### config.mk
export PLATFORM = sky130hd
export DESIGN_NAME = writeback_regfile
export DESIGN_NICKNAME = d
export VERILOG_FILES = /design/src/rtl/wb_pkg.sv /design/src/rtl/regfile_2r1w.sv /design/src/rtl/writeback_regfile.sv
export SDC_FILE = /design/constraint.sdc
export NUM_CORES = 1
export LEC_CHECK = 0
export ABC_AREA = 1
export BUFFER_PORTS_ARGS = -buffer_cell sky130_fd_sc_hd__buf_2
export CORE_ASPECT_RATIO = 0.5
export CORE_MARGIN = 1
export CORE_UTILIZATION = 25
export CTS_CLUSTER_SIZE = 20
export DETAILED_ROUTE_END_ITERATION = 6
export GPL_ROUTABILITY_DRIVEN = 0
export GPL_TIMING_DRIVEN = 0
export HOLD_SLACK_MARGIN = 0.1
export SLEW_MARGIN = 10
export SYNTH_ARGS = -nofsm -noshare
export SYNTH_HDL_FRONTEND = slang
export SYNTH_HIERARCHICAL = 1
export SYNTH_SLANG_ARGS = --single-unit
### constraint.sdc
create_clock -name clock -period 2 [get_ports clock]
set_input_delay 0.3 -clock clock [delete_from_list [all_inputs] [get_ports clock]]
set_output_delay 0.3 -clock clock [all_outputs]
set_load 0.05 [all_outputs]
### src/rtl/wb_pkg.sv
// wb_pkg: shared constants for the writeback stage.
//   - datapath/regfile/counter sizes
//   - opcode encodings and instruction field bit positions
//   - is_reg_write(): true for opcodes that commit a register result
package wb_pkg;

  localparam int WB_DATA_W = 20;
  localparam int WB_NREGS  = 16;
  localparam int WB_CNT_W  = 16;

  localparam logic [3:0] OP_ADD  = 4'b0000;
  localparam logic [3:0] OP_SUB  = 4'b0001;
  localparam logic [3:0] OP_AND  = 4'b0010;
  localparam logic [3:0] OP_OR   = 4'b0011;
  localparam logic [3:0] OP_ADDI = 4'b0100;
  localparam logic [3:0] OP_LW   = 4'b0101;
  localparam logic [3:0] OP_SW   = 4'b0110;
  localparam logic [3:0] OP_BEQ  = 4'b0111;
  localparam logic [3:0] OP_J    = 4'b1000;
  localparam logic [3:0] OP_NOP  = 4'b1111;

  localparam int OPC_HI = 19;
  localparam int OPC_LO = 16;
  localparam int RD_HI  = 15;
  localparam int RD_LO  = 12;
  localparam int RS_HI  = 11;
  localparam int RS_LO  = 8;
  localparam int RT_HI  = 7;
  localparam int RT_LO  = 4;
  localparam int IMM_HI = 7;
  localparam int IMM_LO = 0;

  // Reserved codes fall into the default arm and never write.
  function automatic logic is_reg_write(input logic [3:0] opcode);
    case (opcode)
      OP_ADD, OP_SUB, OP_AND, OP_OR, OP_ADDI, OP_LW: is_reg_write = 1'b1;
      default:                                       is_reg_write = 1'b0;
    endcase
  endfunction

endpackage

### src/rtl/regfile_2r1w.sv
// regfile_2r1w: NREGS x DATA_W register file, two combinational read ports,
// one synchronous write port.
//   clock, reset        : rising-edge clock, synchronous active-high clear
//   we, waddr, wdata    : write port (writes to address 0 are dropped)
//   rmask               : forces both read ports to zero
//   raddr_a/b, rdata_a/b: read ports; R0 reads 0, a same-cycle write to the
//                         addressed register is bypassed onto the port
module regfile_2r1w
  import wb_pkg::*;
#(
  parameter int DATA_W = WB_DATA_W,
  parameter int NREGS  = WB_NREGS,
  parameter int AW     = $clog2(NREGS)
) (
  input  logic              clock,
  input  logic              reset,
  input  logic              we,
  input  logic [AW-1:0]     waddr,
  input  logic [DATA_W-1:0] wdata,
  input  logic              rmask,
  input  logic [AW-1:0]     raddr_a,
  input  logic [AW-1:0]     raddr_b,
  output logic [DATA_W-1:0] rdata_a,
  output logic [DATA_W-1:0] rdata_b
);

  logic [NREGS-1:0][DATA_W-1:0] mem_q;

  always_ff @(posedge clock) begin
    if (reset)
      mem_q <= '0;
    else if (we && (waddr != '0))
      mem_q[waddr] <= wdata;
  end

  function automatic logic [DATA_W-1:0] rd_port(input logic [AW-1:0] a);
    if (rmask || (a == '0))
      rd_port = '0;
    else if (we && (waddr == a))
      rd_port = wdata;
    else
      rd_port = mem_q[a];
  endfunction

  always_comb begin
    rdata_a = rd_port(raddr_a);
    rdata_b = rd_port(raddr_b);
  end

endmodule

### src/rtl/writeback_regfile.sv
// writeback_regfile: writeback stage + architectural register file.
//   clock, reset     : rising-edge clock, synchronous active-high reset
//   wb_valid         : MEM/WB slot holds a real instruction
//   wb_instruction   : propagated instruction (ignored on bubbles)
//   wb_alu_result    : ALU result, source for all writing ops except LW
//   wb_mem_data      : memory read data, source for LW
//   rd_addr_a/b      : decode read addresses
//   rd_data_a/b      : decode read data (bypassed, R0 = 0)
//   fwd_we/dest/data : WB forwarding bus, all zero when not writing
//   retired_count    : valid instructions seen since reset (wraps)
module writeback_regfile
  import wb_pkg::*;
#(
  parameter int DATA_W = WB_DATA_W,
  parameter int NREGS  = WB_NREGS,
  parameter int CNT_W  = WB_CNT_W
) (
  input  logic              clock,
  input  logic              reset,
  input  logic              wb_valid,
  input  logic [DATA_W-1:0] wb_instruction,
  input  logic [DATA_W-1:0] wb_alu_result,
  input  logic [DATA_W-1:0] wb_mem_data,
  input  logic [3:0]        rd_addr_a,
  input  logic [3:0]        rd_addr_b,
  output logic [DATA_W-1:0] rd_data_a,
  output logic [DATA_W-1:0] rd_data_b,
  output logic              fwd_we,
  output logic [3:0]        fwd_dest,
  output logic [DATA_W-1:0] fwd_data,
  output logic [CNT_W-1:0]  retired_count
);

  logic [3:0]        opcode;
  logic [3:0]        rd;
  logic [DATA_W-1:0] wsrc;
  logic              we;
  logic              rst_q;
  logic [CNT_W-1:0]  cnt_q, cnt_d;

  assign opcode = wb_instruction[OPC_HI:OPC_LO];
  assign rd     = wb_instruction[RD_HI:RD_LO];
  assign wsrc   = (opcode == OP_LW) ? wb_mem_data : wb_alu_result;

  // wb_valid gates first so X instruction bits on bubbles cannot leak out.
  assign we = wb_valid && is_reg_write(opcode) && (rd != 4'd0) && !reset;

  always_comb begin
    fwd_we   = we;
    fwd_dest = we ? rd   : 4'd0;
    fwd_data = we ? wsrc : '0;
  end

  // Reads are held at zero through reset and the cycle following it.
  always_ff @(posedge clock) rst_q <= reset;

  regfile_2r1w #(.DATA_W(DATA_W), .NREGS(NREGS), .AW(4)) u_rf (
    .clock   (clock),
    .reset   (reset),
    .we      (we),
    .waddr   (rd),
    .wdata   (wsrc),
    .rmask   (reset | rst_q),
    .raddr_a (rd_addr_a),
    .raddr_b (rd_addr_b),
    .rdata_a (rd_data_a),
    .rdata_b (rd_data_b)
  );

  always_comb begin
    cnt_d = cnt_q;
    if (wb_valid) cnt_d = cnt_q + 1'b1;
  end

  always_ff @(posedge clock) begin
    if (reset) cnt_q <= '0;
    else       cnt_q <= cnt_d;
  end

  assign retired_count = cnt_q;

endmodule

==> key figures, run 1 <==
Layout
  – Commonest non-fill, non-tap cell in the layout: nand2_1
  – Layout cells sized above 1: 16.53%
  – Total Nets Final: 3547
  – Filler cells: 8426
  – Commonest cells after routing, fill and taps aside: 1020 x nand2_1, 417 x nand3_1, 358 x nor2_1, 337 x dfxtp_1, 301 x inv_1
  – Area Overhead vs Synth: 27.43%
  – N_diodes: 0

Detailed routing
  – Routed wire length per instance: 17.89 µm
  – Iter 0 DRT Violations: 2538
  – Vias: 22350
  – Total wire length: 81170 µm
  – Met3 wire length: 7220 µm
  – Detailed-route DRC error count: 4
  – M1 wire length: 34520 µm
  – Vias per cell: 4.925
  – DR WL met2: 36710 µm
  – Post-DRT Antenna Nets: 0
  – Initial DRT Pass Iterations: 7
  – Highest Signal Layer: met4

Yosys
  – Synth Warn #: 6
  – Post-synthesis cell type count: 31
  – Syn_area_per_cell: 5.993 µm²
  – Seq/Total Area, Yosys: 34.26%
  – Cells after Synth: 3286
  – Syn_nets: 3358
  – Post-synthesis cell area: 0.01969 mm²
  – Synth Register Bits: 337

Setup path
  – Critical path arrival: 2390 ps
  – R2R Setup Slk: 610 ps
  – Reg2Reg Capture Point: retired_count[10]
  – CP required: 1700 ps
  – Critical path launch point type: input pin
  – CP Launch Point: rd_addr_a[2]
  – Crit end category: primary output
  – Worst r2r src: retired_count[0]
  – Setup CP Type: input pin to primary output
  – Critical path peak fanout: 10
  – R2R depth: 7

Timing
  – Final Setup Violations: 40
  – Tmin final: 2691 ps
  – RSZ-0062 raised after global routing: yes
  – Relative slew slack: 28.69%
  – Period utilization: 134.5%
  – Slew Limit Fails: 0
  – Final critical-path setup slack: -690.9 ps
  – Layout Skew: 19.62 ps
  – Worst Tran Pin Value: 1070 ps
  – Fmax: 371.6 MHz
  – Hold Vio Cnt, Final: 0

Floorplanning
  – Die Ht: 200.5 µm
  – I/O pin total: 152
  – Die width: 398.9 µm
  – Total die area: 0.07997 mm²
  – Starting density of the core: 25.36%
  – FP Rows: 72
  – Placeable Area: 0.07765 mm²

Clock tree
  – Clk slew on worst S/H paths: 60 ps
  – TritonCTS clock tree: done
  – Worst-case clock buffer depth: 3
  – Sink Count: 337
  – H-Tree Depth: 2
  – CTS Buf Count: 39
  – Root buffer selected by CTS: clkbuf_16
  – Worst-skew pair later-pin latency: 580 ps

Min path
  – Hold Path Depth: 4
  – Min-delay worst type: input pin to flop
  – WHS Endpoint: retired_count[0]
  – Hold Startpoint: reset

Global route
  – Largest net degree at the start of global routing: 14
  – Vias in the first global route: 20640
  – Total gr overflow: 0
  – Tot GR Track Use: 19.58%
  – Initial antenna violation count: 1
  – First-pass GRT wire length: 122500 µm

Outcome
  – Status: finished, violations left
  – Violated checks: DRC, setup timing

Place
  – Place WS: -1797 ps
  – PortBufs: 132
  – Dpl hpwl: 60590 µm

Pwr
  – Leakage: 11.05 nW
  – Max VDD drop: 480.2 µV
  – Total power: 17.19 mW
  – Pwr dens: 685.1 mW/mm²

Job
  – Max-Cap Viols: 0
## cell usage after synthesis, drive strengths merged
| library cell | count | share of area [%] |
|---|---|---|
| clkbuf | 155 | 3.0 |
| nand4 | 5 | 0.16 |
| o31ai | 1 | 0.038 |
| nor3b | 1 | 0.038 |
| xnor2 | 2 | 0.089 |
| a31oi | 2 | 0.064 |
| nor3 | 5 | 0.13 |
| or2 | 1 | 0.032 |
| o21ai | 64 | 1.6 |
| a211oi | 221 | 8.4 |
| ha | 1 | 0.064 |
| nor2 | 458 | 8.9 |
| a21oi | 93 | 2.4 |
| nand2 | 1028 | 20 |
| nand3 | 462 | 12 |
| clkinv | 1 | 0.025 |
| buf | 130 | 3.2 |
| inv | 319 | 6.1 |
| dfxtp | 337 | 34 |
## sequential cells by signal, indices dropped and copies added, names as in the netlist
| name | count |
|---|---|
| rst_q | 1 |
| u_rf/mem_q | 320 |
| retired_count | 16 |
## power breakdown
part,switching [mW],leakage (nW),total (mW),internal [mW]
sequential,0.0168,2.72,6.77,6.75
clock,3.04,0.654,7.63,4.59
combinational,2.01,7.69,2.79,0.781
## area by class of cell
cell class                 instances  area (µm²)  area share (%)
buffer                           280        1456           5.803
clock buffer                      51        1082           4.313
clock inverter                    17       255.2           1.017
inverter                         320        1211           4.826
multi-input combinational       2344       11660           46.48
sequential                       337        6746           26.88
tap                             1036        1296           5.165
timing repair buffer             153        1384           5.514
## worst max path at each step
stage | end | slack [ps] | depth (start not counted)
after global placement | rd_data_b[12] | -1760 | 14
after detailed placement | rd_data_b[12] | -1800 | 14
after floorplan | rd_data_b[10] | -350 | 12
after global routing | rd_data_b[12] | -740 | 15
final | rd_data_a[12] | -690 | 9
after CTS | rd_data_b[3] | -680 | 15
## stage by stage
| step | std cells | util (%) | cell area, µm² | setup TNS [ps] | hold WS [ps] |
|---|---|---|---|---|---|
| floorplan | 3286 | - | 20300 | -10470 | 327.7 |
| global placement | 4454 | 28.66 | 22260 | -398750 | 440.8 |
| detailed placement | 4454 | 28.66 | 22260 | -418810 | 449.2 |
| CTS | 4535 | 31.80 | 24690 | -24790 | 100.8 |
| global route | 4538 | 32.32 | 25100 | -27310 | 160.1 |
| finish | 4538 | 32.32 | 25100 | -24130 | 123.8 |
## kinds of logic after synthesis
logic type,synth area share (%)
AOI/OAI and AO/OA,12.52
xor gates and xnor gates,0.08896
adders and majority gates,0.06352
buffers and inverters,12.31
DFF,34.26
and+or+nand+nor,40.77
## timing repair
| item | CTS | global route |
|---|---|---|
| endpoints found under the hold margin | 9 | 0 |
| gates resized for setup | 246 | 171 |
| hold buffers | 2 | 0 |
| pin swaps | 17 | 16 |
| setup buffers | 9 | 3 |
| setup endpoints to repair | 365 | 260 |
| gates cloned | 7 | 1 |
## worst max-delay path, cell delays in order
cell	delay [ps]
clkbuf_1	470
inv_1	100
nor2_1	200
clkbuf_1	520
nand3_1	230
nand3_4	170
nor2_2	60
nor2_4	150
buf_8	170
## per-layer routing
layer  track usage, %  vias up
met2            32.11     1063
met1            25.82    10280
met5                0        -
met3            3.474      178
li1                 -    10830
met4            6.513        0
No activity file was read; power rests on OpenSTA's default activity.
==> inputs of run 2 (changes only) <==
--- a/config.mk
+++ b/config.mk
@@ -5,7 +5,6 @@
 export SDC_FILE = /design/constraint.sdc
 export NUM_CORES = 1
 export LEC_CHECK = 0
-export ABC_AREA = 1
 export BUFFER_PORTS_ARGS = -buffer_cell sky130_fd_sc_hd__buf_2
 export CORE_ASPECT_RATIO = 0.5
 export CORE_MARGIN = 1
==> constraint.sdc (replaced) <==
create_clock -name clock -period 2.8 [get_ports clock]
set_input_delay 0.42 -clock clock [delete_from_list [all_inputs] [get_ports clock]]
set_output_delay 0.42 -clock clock [all_outputs]
set_load 0.05 [all_outputs]
==> run 2 against run 1 <==
Effect of this change:
- non-clock buffer count fell by 81
- wire length fell by 17%
- combinational power fell by 61%
- largest cell class unchanged
- flip-flop and latch count did not move
- critical endpoint is now rd_data_b[9]
- highest routed layer unchanged
- critical path type unchanged
- clock skew fell by 15 ps
- worst hold slack improved by 140 ps
- the flow now finishes without violations
- via count fell by 24%
==> key figures, run 2 <==
Yosys
  – Most common cell in the netlist: nand2_1
  – Dominant cells by area after synthesis: dfxtp_1 37%, nand2_1 13%, mux4_2 9.5%
  – Number of synthesized flops with an enable pin: 0 (unchanged)
  – Post-synthesis simple-gate area fraction: 18.15% (-23 points)
  – Top_reg_cell synth: dfxtp_1
  – Post-synthesis cell type count: 45 (+45%)
  – Complex-gate fraction of the synthesized area: 16.39% (+3.9 points)
  – Cells after Synth: 2154 (-34%)
  – Post-synthesis cell area: 0.01809 mm² (-8.2%)
  – Synth Register Bits: 337 (unchanged)
  – Async S/R FF share, synth: 0% (unchanged)
  – Seq/Total Area, Yosys: 37.30% (+3.0 points)
  – Main combinational cell family by area after synthesis: multiplexers
  – Adder-cell share of the synthesized area: 0.06917% (+0.0056 points)
  – Synth Warn #: 6 (unchanged)
  – Syn_area_per_cell: 8.398 µm² (+40%)
  – Top cell type by total area after synthesis: dfxtp_1
  – Synth Area in XOR/XNOR: 0.5810% (+0.49 points)
  – Mux contribution to synthesized area: 20.57% (+21 points)
  – Yosys top cell area share: 37.30% (+3.0 points)
  – Syn_nets: 2226 (-34%)
  – Synth cell count leaders: 615 x nand2_1, 337 x dfxtp_1, 309 x a21oi_1

Detailed routing
  – Detailed-route DRC error count: 0 (-4)
  – Vias: 17020 (-24%)
  – Post-DRT Antenna Nets: 0 (unchanged)
  – Iter 0 DRT Violations: 1772 (-30%)
  – Total wire length: 67040 µm (-17%)
  – Routed wire length per instance: 20.36 µm (+14%)
  – Vias per cell: 5.170 (+5.0%)
  – Initial DRT Pass Iterations: 6 (-1)

Timing
  – Final TNS setup: 0 ps (+24130 ps)
  – Hold Vio Cnt, Final: 0 (unchanged)
  – Final Setup Violations: 0 (-100%)
  – Tmin final: 2773 ps
  – Fmax: 360.6 MHz
  – Relative slew slack: 32.04% (+3.4 points)
  – Worst Tran Pin Value: 1019 ps (-50.27 ps)
  – Layout Skew: 4.673 ps (-14.94 ps)
  – Period utilization: 99.05%
  – Final hold slack: 268.1 ps (+144.3 ps)
  – Slew Limit Fails: 0 (unchanged)

Job
  – Max-Cap Viols: 0 (unchanged)

Layout
  – Top reg by flops: u_rf/mem_q
  – Final Core Density: 31.32% (-1.0 points)
  – Layout cells sized above 1: 22.14% (+5.6 points)
  – N_diodes: 0 (unchanged)
  – Commonest non-fill, non-tap cell in the layout: nand2_1
  – Fin cells: 3293 (-27%)
  – Filler cells: 7483 (-11%)
  – Largest register FFs: 320 (unchanged)
  – Total Nets Final: 2383 (-33%)
  – Commonest cells after routing, fill and taps aside: 615 x nand2_1, 337 x dfxtp_1, 307 x a21oi_1, 161 x mux2i_1, 141 x buf_2
  – Area Overhead vs Synth: 23.47%

Setup path
  – Reg2Reg Capture Point: retired_count[12]
  – Delay-heaviest family, CP: simple AND/OR/NAND/NOR gates
  – Slowest-stage cell, CP: or2_2
  – R2R Setup Slk: 1050 ps (+440 ps)
  – CP peak stage delay: 330 ps (-190 ps)
  – R2R depth: 4 (-3)
  – CP required: 2380 ps (+680 ps)
  – Worst r2r src: retired_count[0]
  – Setup CP Type: input pin to primary output
  – Critical path launch point type: input pin
  – Crit end category: primary output
  – Crit-path cells: buf_2, a211oi_4, and3_4, buf_12, nand2_1, or2_2, buf_6, a31oi_4, buf_6
  – CP most frequent cell: buf_6
  – Buffers and inverters on the worst path: 4 (unchanged)
  – Critical path peak fanout: 20 (+10)
  – Critical path arrival: 2350 ps (-40 ps)

Pwr
  – Max VDD drop: 325.0 µV (-32%)
  – Clock Power Share: 46.2% (+1.8 points)
  – Total internal power: 8.117 mW (-33%)
  – Sequential power share: 43.9% (+4.6 points)
  – Leakage: 7.279 nW (-34%)
  – Comb power frac: 9.9% (-6.4 points)
  – P_sw: 2.883 mW (-43%)
  – Pwr dens: 492.5 mW/mm² (-28%)
  – Switching share of power: 26.21% (-3.3 points)
  – Total power: 11.00 mW (-36%)

Global route
  – Tot GR Track Use: 17.69% (-1.9 points)
  – Total gr overflow: 0 (unchanged)
  – First-pass GRT wire length: 99500 µm (-19%)
  – Largest net degree at the start of global routing: 21 (+7)
  – Vias in the first global route: 16030 (-22%)
  – Initial antenna violation count: 0 (-1)

Clock tree
  – Root buffer selected by CTS: clkbuf_16
  – Sink Count: 337 (unchanged)
  – Clk slew on worst S/H paths: 60 ps (about the same)
  – H-Tree Depth: 2 (unchanged)
  – Worst-case clock buffer depth: 3 (unchanged)
  – Worst-skew pair later-pin latency: 570 ps (about the same)
  – TritonCTS clock tree: done
  – CTS Buf Count: 39 (unchanged)

Floorplanning
  – Die Ht: 192.2 µm (-4.1%)
  – I/O pin total: 152 (unchanged)
  – Die width: 382.4 µm (-4.1%)
  – Placeable Area: 0.07131 mm² (-8.2%)
  – Starting density of the core: 25.37% (about the same)
  – Total die area: 0.07350 mm² (-8.1%)
  – FP Rows: 69 (-4.2%)

Place
  – Placed Cells incl. Taps: 3245 (-27%)
  – Dpl hpwl: 52570 µm (-13%)
  – PortBufs: 133 (+0.76%)

Min path
  – WHS Endpoint: retired_count[0]
  – Hold Path Depth: 4 (unchanged)
  – Hold Startpoint: wb_valid
  – Min-delay worst type: input pin to flop

Outcome
  – Status: finished, final reports clean
-- run 2: repair_timing --
action | 4_1_cts | 5_1_grt
gates resized for setup | 107 | 45
setup buffers | 1 | 0
hold buffers | 1 | 0
pin swaps | 9 | 3
endpoints found under the setup margin | 40 | 34
hold endpoints to repair | 1 | 0
-- run 2: worst max path at each step --
stage               cells after the start          startpoint       endpoint
floorplan                               8  wb_instruction[18]   rd_data_a[0]
global placement                       10               reset   rd_data_b[9]
detailed placement                     10               reset   rd_data_b[9]
CTS                                     8  wb_instruction[19]  rd_data_b[11]
global route                            9  wb_instruction[12]  rd_data_b[16]
finish                                  9  wb_instruction[17]   rd_data_b[9]
-- run 2: through the flow --
stage | setup WS (ps) | cell area [µm²]
global placement | -653.0 | 20560
CTS | 6.644 | 22170
global route | -18.68 | 22330
floorplan | 17.46 | 18700
finish | 26.57 | 22330
detailed placement | -689.2 | 20560
-- run 2: cell families after synthesis --
kind of cell | after synthesis
mux | 267
buf+inv | 238
fa+ha+maj | 1
compound gates | 517
flops | 337
xor+xnor | 12
simple gates | 782
-- run 2: area by class of cell --
type	instances	area, µm²	area share, %
inverter	2	7.507	0.03361
multi-input combinational	1579	11060	49.50
clock buffer	54	1122	5.025
buffer	217	1280	5.731
sequential	337	6746	30.21
clock inverter	11	120.1	0.5378
timing repair buffer	135	803.3	3.597
tap	958	1199	5.367
-- run 2: worst reg2reg max path: cells and delay by family, from the launching register on --
family	cells	cell delay, ps
AND/OR/NAND/NOR	2	670
flip-flops	1	400
multiplexers	1	370
adder cells (fa/ha/maj)	1	210
-- run 2: power by group through the flow --
stage,registers (mW),clock network (mW),logic [mW]
global placement,4.93,0,1.01
floorplan,4.94,0,0.655
global route,4.83,5.36,1.13
detailed placement,4.93,0,1.02
finish,4.83,5.08,1.09
CTS,4.83,5.14,1.06
-- run 2: per-layer routing --
metal  vias up  wire length, µm  GRT usage (%)
li1       7884                -              -
met1      8280            28380          22.91
met2       733            31070          29.12
met3       127             5273          3.308
met4         0             2319          6.892
met5         -                0              0
==> inputs of run 3 (changes only) <==
--- a/config.mk
+++ b/config.mk
@@ -5,7 +5,7 @@
 export SDC_FILE = /design/constraint.sdc
 export NUM_CORES = 1
 export LEC_CHECK = 0
-export BUFFER_PORTS_ARGS = -buffer_cell sky130_fd_sc_hd__buf_2
+export BUFFER_PORTS_ARGS = -buffer_cell sky130_fd_sc_hd__buf_4
 export CORE_ASPECT_RATIO = 0.5
 export CORE_MARGIN = 1
 export CORE_UTILIZATION = 25
@@ -14,6 +14,7 @@
 export GPL_ROUTABILITY_DRIVEN = 0
 export GPL_TIMING_DRIVEN = 0
 export HOLD_SLACK_MARGIN = 0.1
+export SKIP_CTS_REPAIR_TIMING = 1
 export SLEW_MARGIN = 10
 export SYNTH_ARGS = -nofsm -noshare
 export SYNTH_HDL_FRONTEND = slang
==> run 3 against run 2 <==
Effect of this change:
- the flow now finishes with violations (setup timing)
- clock power increased by 7.7%
- combinational power increased by 5%
- count of clock-buffer cells in the layout decreased by 5
- global-route usage increased by 0.15 points
- final area increased by 2.4%
- core utilization increased by 0.75 points
- die area unchanged
- critical path depth decreased by 2
- sequential share of layout area decreased by 0.70 points
- setup slack got worse by 110 ps
- largest cell class unchanged
==> key figures, run 3 (synthesized netlist as in run 2, its figures left out) <==
Setup path
  – Crit end category: primary output
  – Critical path launch point type: input pin
  – CP required: 2380 ps (about the same)
  – Critical path peak fanout: 10 (-50%)
  – Critical path arrival: 2460 ps (+110 ps)
  – Setup CP Type: input pin to primary output

Clock tree
  – TritonCTS clock tree: done
  – CTS Buf Count: 39 (unchanged)
  – Worst-case clock buffer depth: 3 (unchanged)
  – Sink Count: 337 (unchanged)
  – Worst-skew pair later-pin latency: 570 ps (about the same)
  – Root buffer selected by CTS: clkbuf_16
  – Clk slew on worst S/H paths: 60 ps (about the same)
  – H-Tree Depth: 2 (unchanged)

Layout
  – Final Core Density: 32.07% (+0.75 points)
  – Area Overhead vs Synth: 26.42%
  – Post-Layout Inst Area: 0.02287 mm² (+2.4%)
  – Largest register FFs: 320 (unchanged)
  – Commonest non-fill, non-tap cell in the layout: nand2_1
  – Top reg by flops: u_rf/mem_q
  – Layout cells sized above 1: 23.39% (+1.2 points)
  – Total Nets Final: 2383 (unchanged)
  – Commonest cells after routing, fill and taps aside: 613 x nand2_1, 337 x dfxtp_1, 307 x a21oi_1, 161 x mux2i_1, 143 x buf_4

Detailed routing
  – Post-DRT Antenna Nets: 0 (unchanged)
  – Initial DRT Pass Iterations: 6 (unchanged)
  – Total wire length: 68470 µm (+2.1%)
  – Vias: 17140 (+0.66%)
  – Iter 0 DRT Violations: 1943 (+9.7%)
  – Vias per cell: 5.196 (+0.51%)
  – Detailed-route DRC error count: 0 (unchanged)
  – Routed wire length per instance: 20.76 µm (+2.0%)

Timing
  – Final Setup Violations: 6 (+6)
  – Period utilization: 102.8% (+3.8 points)
  – Final critical-path setup slack: -79.51 ps (-106.1 ps)
  – Fmax: 347.3 MHz (-3.7%)
  – Slew Limit Fails: 0 (unchanged)
  – Hold Vio Cnt, Final: 0 (unchanged)
  – Final hold slack: 279.6 ps (+11.55 ps)
  – Tmin final: 2880 ps (+106.1 ps)
  – Relative slew slack: 33.13% (+1.1 points)
  – Layout Skew: 4.140 ps (-0.5336 ps)
  – Worst Tran Pin Value: 1003 ps (-16.44 ps)
  – RSZ-0062 raised after global routing: yes

Floorplanning
  – FP Rows: 69 (unchanged)
  – Total die area: 0.07350 mm² (unchanged)
  – Die width: 382.4 µm (unchanged)
  – Placeable Area: 0.07131 mm² (unchanged)
  – Die Ht: 192.2 µm (unchanged)
  – Starting density of the core: 25.37% (unchanged)
  – I/O pin total: 152 (unchanged)

Place
  – Post-DP Area: 0.02090 mm² (+1.6%)
  – Place WS: -618.4 ps (+70.77 ps)
  – PortBufs: 133 (unchanged)
  – Dpl hpwl: 53280 µm (+1.4%)

Pwr
  – Pwr dens: 500.1 mW/mm² (+1.5%)
  – Leakage: 7.401 nW (+1.7%)
  – Max VDD drop: 364.5 µV (+12%)

Min path
  – Min-delay worst type: input pin to flop

Global route
  – Initial antenna violation count: 1 (+1)
  – Largest net degree at the start of global routing: 14 (-33%)
  – Vias in the first global route: 15940 (-0.57%)
  – First-pass GRT wire length: 100500 µm (+0.98%)
  – Tot GR Track Use: 17.84% (+0.15 points)
  – Total gr overflow: 0 (unchanged)

Outcome
  – Status: finished, violations left
  – Violated checks: setup timing

Job
  – Max-Cap Viols: 0 (unchanged)
run 3: changes by cell type in the layout (fill, tap and decap cells not counted), moves of 3 or more:
cell       previous run  this run
a211oi_1             19         0
a211oi_2             19        38
buf_2               141        48
buf_4                45       143
buf_6                25        30
bufinv_16             2         6
clkbuf_4             13         6
clkbuf_8             19        13
clkinv_2              5         9
o22ai_1              79        76
o22ai_2               1         4
o31ai_2              36        27
o31ai_4               4        13
run 3: metal layers:
| metal | vias up | track usage [%] | share of wire, % |
|---|---|---|---|
| li1 | 7896 | - | - |
| met1 | 8400 | 23.72 | 43 |
| met2 | 721 | 28.80 | 46 |
| met3 | 118 | 3.589 | 8.1 |
| met4 | 2 | 5.846 | 2.6 |
| met5 | - | 0.7275 | 0.10 |
run 3: metrics by stage:
step	TNS [ps]	power [mW]	cells
floorplan	0	5.594	2154
global placement	-45650	5.971	3245
detailed placement	-54140	5.977	3245
CTS	-22800	11.41	3314
global route	-93.23	11.76	3297
finish	-139.6	11.44	3298
run 3: layout make-up:
cell class,count,area (µm²)
Fill cell,7429,48440
Multi-Input combinational cell,1579,11250
Sequential cell,337,6746
Buffer,217,1266
Tap cell,958,1199
Clock buffer,49,1064
Timing Repair Buffer,135,1050
Clock inverter,20,279.0
Inverter,2,7.507
Antenna cell,1,2.502
run 3: critical path: stages:
cell and delay, ps:
clkbuf_4 190, or3_1 510, clkbuf_2 310, o22ai_1 400, a211oi_2 130, a31oi_4 240
buf_4 230
run 3: path summary, 6_finish.rpt:
kind | to | startpoint | slack, ps | depth (start not counted)
worst max-delay path | rd_data_b[9] | rd_addr_b[2] | -80 | 7
worst min register to register | u_rf/mem_q[220] | u_rf/mem_q[220] | 470 | 2
worst max register to register | retired_count[14] | retired_count[0] | 1070 | 4
worst min-delay path | retired_count[13] | reset | 280 | 3
run 3: power by group:
group          switching (mW)  internal (mW)  total, mW
Sequential             0.0148           4.81       4.83
Combinational           0.779          0.359       1.14
Clock                    2.21           3.26       5.47
Total                    3.00           8.44       11.4
